`src/rtl/game_pkg.sv`:
```
// Shared state encoding and default sizing for the game flow controller.
package game_pkg;

  typedef enum logic [2:0] {
    ST_IDLE  = 3'd0,
    ST_PLAY  = 3'd1,
    ST_PAUSE = 3'd2,
    ST_WIN   = 3'd3,
    ST_LOSE  = 3'd4
  } state_t;

  localparam int MAX_MISS_DEF       = 7;
  localparam int COMBO_W_DEF        = 8;
  localparam int RESULT_TIMEOUT_DEF = 0;

endpackage

```
`src/rtl/key_edge_detect.sv`:
```
// Rising-edge detector for a level key; registered copy resets high so a key
// held through reset release is not seen as a press. Zero-latency combinational rise.
module key_edge_detect (
  input  logic clk,
  input  logic resetn,
  input  logic key,
  output logic rise
);

  logic r_key_q;

  always_ff @(posedge clk) begin
    if (!resetn) r_key_q <= 1'b1;
    else         r_key_q <= key;
  end

  assign rise = key & ~r_key_q;

endmodule

```
`src/rtl/game_flow_ctrl.sv`:
```
// Game screen flow FSM (IDLE/PLAY/PAUSE/WIN/LOSE) with miss and combo counters;
// outputs are Moore, one cycle after the trigger. Macro GAME_PAUSE_EN adds the PAUSE screen.
module game_flow_ctrl
  import game_pkg::*;
#(
  parameter  int MAX_MISS       = MAX_MISS_DEF,
  parameter  int COMBO_W        = COMBO_W_DEF,
  parameter  int RESULT_TIMEOUT = RESULT_TIMEOUT_DEF,
  localparam int MISS_W         = $clog2(MAX_MISS + 1)
) (
  input  logic               clk,
  input  logic               resetn,
  input  logic               key_start,
  input  logic               key_back,
  input  logic               miss,
  input  logic               hit,
  input  logic               done,
  output logic               menu,
  output logic               map,
  output logic               paused,
  output logic               win,
  output logic               lose,
  output logic [MISS_W-1:0]  total_miss,
  output logic [COMBO_W-1:0] combo
);

  localparam int              TO_W    = $clog2(RESULT_TIMEOUT + 2);
  localparam bit              TO_EN   = (RESULT_TIMEOUT > 0);
  localparam logic [TO_W-1:0] TO_LAST = TO_W'(TO_EN ? RESULT_TIMEOUT - 1 : 0);
  localparam logic [MISS_W-1:0] MISS_LAST = MISS_W'(MAX_MISS - 1);

  state_t              r_state;
  state_t              w_state_nxt;
  logic [MISS_W-1:0]   r_total_miss;
  logic [COMBO_W-1:0]  r_combo;
  logic [TO_W-1:0]     r_to_cnt;
  logic                w_start_rise;
  logic                w_back_rise;
  logic                w_timeout;
  logic                w_result;

  key_edge_detect u_start_edge (
    .clk    (clk),
    .resetn (resetn),
    .key    (key_start),
    .rise   (w_start_rise)
  );

  key_edge_detect u_back_edge (
    .clk    (clk),
    .resetn (resetn),
    .key    (key_back),
    .rise   (w_back_rise)
  );

  assign w_result  = (r_state == ST_WIN) || (r_state == ST_LOSE);
  assign w_timeout = TO_EN && (r_to_cnt == TO_LAST);

  always_ff @(posedge clk) begin
    if (!resetn) r_state <= ST_IDLE;
    else         r_state <= w_state_nxt;
  end

  // A simultaneous back press always wins over start.
  always_comb begin
    w_state_nxt = r_state;
    case (r_state)
      ST_IDLE: if (w_start_rise && !w_back_rise) w_state_nxt = ST_PLAY;
      ST_PLAY: begin
        if (w_back_rise) begin
`ifdef GAME_PAUSE_EN
          w_state_nxt = ST_PAUSE;
`else
          w_state_nxt = ST_IDLE;
`endif
        end else if (done) begin
          w_state_nxt = ST_WIN;
        end else if (miss && (r_total_miss == MISS_LAST)) begin
          w_state_nxt = ST_LOSE;
        end
      end
`ifdef GAME_PAUSE_EN
      ST_PAUSE: begin
        if (w_back_rise)       w_state_nxt = ST_IDLE;
        else if (w_start_rise) w_state_nxt = ST_PLAY;
      end
`endif
      ST_WIN, ST_LOSE: if (w_back_rise || w_timeout) w_state_nxt = ST_IDLE;
      default: w_state_nxt = ST_IDLE;
    endcase
  end

  always_comb begin
    menu   = 1'b0;
    map    = 1'b0;
    paused = 1'b0;
    win    = 1'b0;
    lose   = 1'b0;
    if (!resetn) begin
      menu = 1'b1;
    end else begin
      case (r_state)
        ST_IDLE: menu = 1'b1;
        ST_PLAY: map  = 1'b1;
`ifdef GAME_PAUSE_EN
        ST_PAUSE: begin
          map    = 1'b1;
          paused = 1'b1;
        end
`endif
        ST_WIN:  win  = 1'b1;
        ST_LOSE: lose = 1'b1;
        default: menu = 1'b1;
      endcase
    end
  end

  always_ff @(posedge clk) begin
    if (!resetn) begin
      r_total_miss <= '0;
      r_combo      <= '0;
    end else if (r_state == ST_IDLE) begin
      if (w_state_nxt == ST_PLAY) begin
        r_total_miss <= '0;
        r_combo      <= '0;
      end
    end else if ((r_state == ST_PLAY) && !w_back_rise && !done) begin
      if (miss) begin
        r_total_miss <= r_total_miss + 1'b1;
        r_combo      <= '0;
      end else if (hit && (r_combo != '1)) begin
        r_combo <= r_combo + 1'b1;
      end
    end
  end

  // Any state change restarts the result-screen timer, so each WIN/LOSE entry starts at 0.
  always_ff @(posedge clk) begin
    if (!resetn)                       r_to_cnt <= '0;
    else if (w_state_nxt != r_state)   r_to_cnt <= '0;
    else if (TO_EN && w_result)        r_to_cnt <= r_to_cnt + 1'b1;
  end

  assign total_miss = r_total_miss;
  assign combo      = r_combo;

endmodule

```
`config.mk`:
```
export PLATFORM = sky130hd
export DESIGN_NAME = game_flow_ctrl
export DESIGN_NICKNAME = d
export VERILOG_FILES = /design/src/rtl/game_pkg.sv /design/src/rtl/key_edge_detect.sv /design/src/rtl/game_flow_ctrl.sv
export SDC_FILE = /design/constraint.sdc
export NUM_CORES = 1
export LEC_CHECK = 0
export BUFFER_PORTS_ARGS = -buffer_cell sky130_fd_sc_hd__buf_2
export CAP_MARGIN = 20
export CORE_MARGIN = 3
export CORE_UTILIZATION = 56
export DETAILED_ROUTE_END_ITERATION = 8
export GPL_TIMING_DRIVEN = 0
export MAX_ROUTING_LAYER = met4
export PLACE_DENSITY_LB_ADDON = 0.2
export SYNTH_ARGS = -nofsm -noshare
export SYNTH_HDL_FRONTEND = slang
export SYNTH_HIERARCHICAL = 1
export SYNTH_SLANG_ARGS = --single-unit
```
`constraint.sdc`:
```
create_clock -name clk -period 2.6 [get_ports clk]
set_input_delay 0.13 -clock clk [delete_from_list [all_inputs] [get_ports clk]]
set_output_delay 0.13 -clock clk [all_outputs]
set_load 0.01 [all_outputs]
```
* Word-level counts from Yosys, hierarchy flattened
Index checks and enable logic that the tools add are counted.
** Cells by class
- Add/subtract/negate cells :: 2
- Multiplexer cells :: 23
- Equality and inequality tests :: 7
- Bitwise operators :: 4
- Reduce and logical (&&, ||, !) cells :: 15
** Operators by type and width (count)
- $mux W8 :: 5
- $mux W3 :: 9
- $pmux W3 S3 :: 1
- $add A8 B1 Y8 const B :: 1
- $mux W1 :: 8
- $ne A8 B8 Y1 const B :: 1
- $eq A3 B1 Y1 const B :: 2
- $eq A3 B3 Y1 const B :: 2
- $reduce_and A3 Y1 :: 2
- $logic_and A1 B1 Y1 :: 5
- $reduce_bool A2 Y1 :: 2
- $add A3 B1 Y3 const B :: 1
- $eq A3 B2 Y1 const B :: 1
- $logic_not A3 Y1 :: 1
- $reduce_bool A3 Y1 :: 1
- $reduce_or A3 Y1 :: 1
- $and A1 B1 Y1 :: 2
- $logic_not A1 Y1 :: 2
- $ne A2 B1 Y1 const B :: 1
- $not A1 Y1 :: 2
- $reduce_or A2 Y1 :: 1
** Storage, ports and cells
- Output and inout port bits :: 16
- Input port bits :: 7
- Flip-flop bits (word level) :: 16

* Depth between registers and ports, before layout
Gate-level depths: netlist of run 1.
- Word-level depth :: 9
- Depth in mapped cells :: 6
- Mapped depth without buffers :: 6

* Hierarchy
Netlist of run 1, hierarchy kept.
** Modules (own cells, without submodules)
- game_flow_ctrl :: cells each 109, instances 1, area each 888.4 µm²
- key_edge_detect :: cells each 3, instances 2, area each 40.0 µm²

* Worst setup path after synthesis of run 1
No wires, ideal clock.
- Kind :: reg2reg
- Start point :: register r_combo[0] (netlist: combo[0])
- End point :: register r_combo[4] (netlist: combo[4])
- Cell stages (with the launch flop) :: 6
- Path buffers :: 0
- Setup time :: 0.119 ns
- Arrival time :: 1.351 ns
- Required time :: 2.481 ns
- Clock period less this slack :: 1.470 ns
- Path slack :: 1.130 ns
- Cells stage by stage :: dfxtp_1 ha_1 and4_1 and2_1 a21boi_1 o221a_1
** On the way
- Word-level cells in the longest chain between the ends :: 5
- Elaborated cells on any way between the ends :: 9
** Ends and longest elaborated chain
- from (decl) :: RTL line game_flow_ctrl.sv:35 : logic [COMBO_W-1:0] r_combo;
- from (signal assigned) :: RTL line game_flow_ctrl.sv:132 : r_combo <= r_combo + 1'b1;
- $add A8 B1 Y8 :: RTL line game_flow_ctrl.sv:132
- $mux W8 :: RTL line game_flow_ctrl.sv:131 : end else if (hit && (r_combo != '1)) begin
- $mux W8 :: RTL line game_flow_ctrl.sv:128 : if (miss) begin
- $mux W8 :: RTL line game_flow_ctrl.sv:127 : end else if ((r_state == ST_PLAY) && !w_back_rise && !done) begin
- $mux W8 :: RTL line game_flow_ctrl.sv:122 : end else if (r_state == ST_IDLE) begin
Several ways; a longest one is shown, not always the timed one. The select of a mux whose other input is x is not followed.
A chain may end at the register's enable or synchronous reset.

* Final worst setup path of run 1
- Start point :: register r_state[1]
- End point :: register r_combo[4] (netlist: combo[4])
** On the way
- Word-level cells in the longest chain between the ends :: 7
- Elaborated cells on any way between the ends :: 19
** Ends and longest elaborated chain
- from (decl) :: RTL line game_flow_ctrl.sv:32 : state_t r_state;
- from (signal assigned) :: RTL line game_flow_ctrl.sv:61 : else r_state <= w_state_nxt;
- $mux W3 :: RTL line game_flow_ctrl.sv:78 : end else if (miss && (r_total_miss == MISS_LAST)) begin
- $mux W3 :: RTL line game_flow_ctrl.sv:76 : end else if (done) begin
- $mux W3 :: RTL line game_flow_ctrl.sv:70 : if (w_back_rise) begin
- $pmux W3 S3 :: RTL line game_flow_ctrl.sv:67 : case (r_state)
- $eq A3 B1 Y1 :: RTL line game_flow_ctrl.sv:123 : if (w_state_nxt == ST_PLAY) begin
- $ne A2 B1 Y1 (no line)
- $reduce_and A3 Y1 (no line)
Several ways; a longest one is shown, not always the timed one.

==> out/metrics.csv, run 1 <==
metric;value;unit
status;completed;
crit path DAT;1780;ps
routability cong.;0.9445;
Synth area leaders;dfxtp_1 33%, ha_1 3.9%, nand2_1 3.9%, nand3_1 3.6%, nand4_1 3.2%;
initial drt markers;37;
fillers;146;
fin crit share;61.50;%
first-pass GRT wire length;3594;µm
area of the multi-input gates;598.1;µm²
core area;1559;µm²
post-synthesis sequential area ratio;33.07;%
I/O Pins;23;
Leak;0.4541;nW
Num CTS Buffers;3;
ANT cells;0;
critical path peak fanout;9;
Area Growth Syn to Fin;15.25;%
share of layout cells above drive strength 1;24.46;%
Post-Route WL;2310;µm
Power per Cell Area;383.4;nW/µm²
fin nets;151;
Post-Syn Area;968.4;µm²
max_cap viols;0;
Gate Count Post-Synth;115;
setup bufs post-CTS;0;
Worst Hold Launch;key_start;
EDFF count, synth;0;
wire length per cell;14.90;µm
CTS tree;built;
Worst Setup Start Kind;flip-flop;
gr ovfl total;0;
Yosys top cell by area;dfxtp_1;
worst path bufs/invs;1;
critical path class;flip-flop to flip-flop;
HPWL after detailed placement;1679;µm
TNS Setup;0;ps
reg-to-reg endpoint;combo[4]$_SDFFE_PN0P_;
Residual DRC;0;
Antenna Nets Post-Route;0;
Die Area;2264;µm²
Peak VDD IR;0.3989;mV
Avg Cell Area, Syn;8.421;µm²
Fmax;625.4;MHz
WHS Endpoint;u_start_edge/r_key_q$_SDFF_PN1_;
die extent in y;47.59;µm
most frequent cells after synthesis;16 x dfxtp_1, 10 x nand2_1, 7 x nand3_1, 6 x nor2_1, 5 x nand4_1;
post-placement cell count;152;
Slowest-stage cell, CP;nor3_1;
vias in the first global route;826;
CP Data Required Time;2780;ps
# setup viols final;0;
Initial Util;62.12;%
worst hold slack;39.57;ps
cts repair resizes;0;
drt first pass iters;4;
CP max stage delay;460;ps
CTS clk-pin slew, worst paths;90;ps
top_reg_cell synth;dfxtp_1;
top cell type's share of synthesized area;33.07;%
WHS Path Cells;2;
Slew HR;63.44;%
FF-to-FF Start;r_state[1]$_SDFF_PN0_;
unrepaired setup endpoints after global routing;false;
total track usage;23.37;%
number of synthesized register bits;16;
Setup WS pre-CTS;1022;ps
PnR Total Power;0.0004279;W
Max Root-Sink Buffers;2;
row cnt;14;
YS warnings;6;
endpoints failing hold;0;
Post-Layout Cell Count;155;
R2R cell count;5;
initial antenna violation count;0;
CTS root buffer;clkbuf_4;
critical path endpoint category;flip-flop;
post-synth net total;125;
Final Critical Period;1599;ps
delay-heaviest family, CP;simple AND/OR/NAND/NOR gates;
cts hold-fix bufs;0;
die width;47.59;µm
clock skew;1.066;ps
share of synthesized flip-flops with an asynchronous set or reset;0;%
final worst slack;1001;ps
Slew Limit Fails;0;
# H-tree levels;1;
Worst-Skew Late Latency;280;ps
count leader, synth;dfxtp_1;
sequential cell area;320.3;µm²
HP Class;primary input to flip-flop;
synth unique cells;45;
DR vias;988;
worst-margin pin slew;544.3;ps
pin count of the biggest net entering global routing;11;
worst-path cell chain;buf_6, nor3_1, nor2_2, a21boi_1, o221a_1;
flop2flop setup slack;1000;ps
Via density;6.374;
IO buf count;21;
CTS Sinks;16;
registers in the layout, indices dropped and copies added, names as in the netlist:
signal and cells:
combo 8, r_state 3, u_start_edge/r_key_q 1, u_back_edge/r_key_q 1
total_miss 3
cell type report:
| class | count | area share (%) |
|---|---|---|
| Tap cell | 16 | 1.794 |
| Multi-Input combinational cell | 89 | 53.59 |
| Buffer | 7 | 3.475 |
| Clock buffer | 3 | 2.018 |
| Sequential cell | 16 | 28.70 |
| Timing Repair Buffer | 21 | 9.417 |
| Inverter | 3 | 1.009 |
power breakdown:
group | internal (W) | switching, W | total, W
logic | 0.0000176 | 0.0000289 | 0.0000465
clock network | 0.0000538 | 0.0000764 | 0.000130
registers | 0.000248 | 0.00000327 | 0.000251
cell families after synthesis:
kind of cell | share of synthesized area (%)
AOI/OAI and AO/OA | 19.38
adders and majority gates | 3.876
buffers and inverters | 5.167
DFF | 33.08
muxes | 1.034
other | 0.3872
and+or+nand+nor | 37.08
worst max path at each step:
stage	startpoint	to	slack, ps	depth (start not counted)
after floorplan	combo[0]$_SDFFE_PN0P_	combo[4]$_SDFFE_PN0P_	1130	5
after global placement	r_state[1]$_SDFF_PN0_	combo[4]$_SDFFE_PN0P_	1030	5
after detailed placement	r_state[1]$_SDFF_PN0_	combo[4]$_SDFFE_PN0P_	1020	5
after CTS	r_state[1]$_SDFF_PN0_	combo[4]$_SDFFE_PN0P_	1010	5
after global routing	combo[0]$_SDFFE_PN0P_	combo[6]$_SDFFE_PN0P_	840	5
final	r_state[1]$_SDFF_PN0_	combo[4]$_SDFFE_PN0P_	1000	5
metrics by stage:
stage / util (%) / cell area, µm²
final: 71.59 / 1116
after global placement: 70.14 / 1094
after detailed placement: 70.14 / 1094
after global routing: 71.59 / 1116
after floorplan: - / 968.4
after CTS: 71.59 / 1116
per-layer routing:
metal  GRT usage, %  vias to the layer above  wire length, µm
li1               -                      479                -
met3          7.895                        2              201
met1          29.21                      462             1036
met5              -                        -                0
met2          36.10                       45             1058
met4          5.914                        0               13
placed cells by master (no fill, tap or decap), types with 3 or more instances in the layout:
cell      count
nor3_1        4
a31oi_1       4
clkbuf_4      3
o21ai_0       3
nand4_1       5
o211ai_1      3
nor2_1        6
inv_1         3
clkbuf_1      4
nor2b_1       3
a21oi_1       4
dfxtp_1      16
nand2_1      10
nand3b_1      3
buf_2        22
ha_1          3
nand3_1       7
Note: power is estimated with default switching activity, not from simulation.
==> run 2, diff against run 1 <==
--- a/config.mk
+++ b/config.mk
@@ -8,7 +8,7 @@
 export BUFFER_PORTS_ARGS = -buffer_cell sky130_fd_sc_hd__buf_2
 export CAP_MARGIN = 20
 export CORE_MARGIN = 3
-export CORE_UTILIZATION = 56
+export CORE_UTILIZATION = 52
 export DETAILED_ROUTE_END_ITERATION = 8
 export GPL_TIMING_DRIVEN = 0
 export MAX_ROUTING_LAYER = met4
==> constraint.sdc (replaced) <==
create_clock -name clk -period 1.5 [get_ports clk]
set_input_delay 0.075 -clock clk [delete_from_list [all_inputs] [get_ports clk]]
set_output_delay 0.075 -clock clk [all_outputs]
set_load 0.01 [all_outputs]
==> out/metrics.csv, run 2 (same netlist as run 1, synthesis figures left out) <==
metric;value;unit
die extent in y;49.16;µm
GR Util met1;23.84;%
Slowest-stage cell, CP;dfxtp_1;
row cnt;14;
Antenna Nets Post-Route;0;
Area Growth Syn to Fin;27.00;%
core area;1629;µm²
worst-path cell chain;nand4_1, a211oi_1, nand4b_1, o211ai_1;
I/O Pins;23;
max_cap viols;0;
WHS Path Cells;2;
gr busiest metal;met2;
Power per Cell Area;662.5;nW/µm²
vias in the first global route;925;
FF-to-FF Start;combo[2]$_SDFFE_PN0P_;
Worst-Skew Late Latency;290;ps
Leak;0.4842;nW
Via density;6.000;
CTS clk-pin slew, worst paths;100;ps
endpoints failing hold;0;
final core occ;75.50;%
most common cell after layout, fill and taps aside;buf_2;
clock skew;4.102;ps
HPWL after detailed placement;1718;µm
Final Critical Period;1483;ps
worst hold slack;17.18;ps
dpl cell area;1104;µm²
Setup WS pre-CTS;-58.63;ps
initial drt markers;25;
first-pass GRT wire length;3967;µm
Num CTS Buffers;3;
Worst Setup Start Kind;flip-flop;
Residual DRC;0;
fin nets;154;
CTS tree;built;
post-placement cell count;160;
Max Root-Sink Buffers;2;
total track usage;21.28;%
Worst Hold Launch;resetn;
Initial Util;59.45;%
M2 GR Usage;36.38;%
share of layout cells above drive strength 1;34.27;%
routability cong.;0.8200;
GRT met3 Usage;6.728;%
# H-tree levels;1;
Die Area;2416;µm²
final worst slack;17.23;ps
Post-Route WL;2516;µm
pin count of the biggest net entering global routing;11;
HP Class;primary input to flip-flop;
critical path class;flip-flop to flip-flop;
flop2flop setup slack;20;ps
CP max stage delay;440;ps
IO buf count;21;
drt first pass iters;4;
Post-Layout Cell Count;167;
gr ovfl total;0;
R2R cell count;4;
fin crit share;98.85;%
CTS Sinks;16;
final non-filler cell area;1230;µm²
commonest cells after routing, fill and taps aside;22 x buf_2, 10 x nand2_1, 10 x dfxtp_1;
crit path DAT;1690;ps
Peak VDD IR;0.6310;mV
Slew Limit Fails;0;
CP Data Required Time;1700;ps
CTS root buffer;clkbuf_4;
ANT cells;0;
reg-to-reg endpoint;combo[5]$_SDFFE_PN0P_;
critical path peak fanout;6;
max reg flops;8;
WHS Endpoint;u_back_edge/r_key_q$_SDFF_PN1_;
Fmax;674.4;MHz
wire length per cell;15.07;µm
# setup viols final;0;
critical path endpoint category;flip-flop;
status;completed;
DR vias;1002;
initial antenna violation count;0;
die width;49.16;µm
run 2: layer usage:
layer | routed length [µm] | up-vias
met2 | 1222 | 37
met1 | 1097 | 472
li1 | - | 487
met3 | 161 | 6
met4 | 34 | 0
met5 | 0 | -
run 2: worst max-delay path by stage:
stage / from / end / slack [ps] / cells after the start
5_1_grt: combo[2]$_SDFFE_PN0P_ / combo[5]$_SDFFE_PN0P_ / -40 / 4
4_1_cts: combo[3]$_SDFFE_PN0P_ / combo[7]$_SDFFE_PN0P_ / 2 / 5
6_report: combo[2]$_SDFFE_PN0P_ / combo[5]$_SDFFE_PN0P_ / 20 / 4
2_1_floorplan: combo[0]$_SDFFE_PN0P_ / combo[4]$_SDFFE_PN0P_ / 30 / 5
3_5_place_dp: combo[0]$_SDFFE_PN0P_ / combo[1]$_SDFFE_PN0P_ / -60 / 5
3_3_place_gp: r_state[1]$_SDFF_PN0_ / combo[4]$_SDFFE_PN0P_ / -40 / 5
run 2: final cells by class:
type	count	area (µm²)
Timing Repair Buffer	26	150.1
Clock buffer	4	36.28
Fill cell	129	399.1
Tap cell	24	30.03
Multi-Input combinational cell	89	643.1
Inverter	3	11.26
Sequential cell	16	327.8
Buffer	5	31.28
run 2: per-stage QoR:
stage           power, W  setup TNS [ps]
2_1_floorplan  0.0004950               0
5_1_grt        0.0008526          -47.37
6_report       0.0008148               0
4_1_cts        0.0008174               0
3_3_place_gp   0.0005213          -37.91
3_5_place_dp   0.0005233          -151.0
run 2: power breakdown:
group / total [W] / internal [W] / switching, W / leakage, nW
Clock: 0.000288 / 0.000148 / 0.000140 / 0.0210
Combinational: 0.0000912 / 0.0000394 / 0.0000518 / 0.331
Sequential: 0.000436 / 0.000430 / 0.00000600 / 0.133
run 2: repair_timing:
action,4_1_cts,5_1_grt
resized for setup,4,11
endpoints found under the hold margin,2,1
setup endpoints to repair,5,14
pin swaps,0,4
hold buffers,2,1
buffers inserted,0,2
run 2: critical path, delay by kind of cell, from the launching register on:
family / cells / cell delay (ps)
flops: 1 / 440
simple gates: 2 / 440
compound gates: 2 / 530
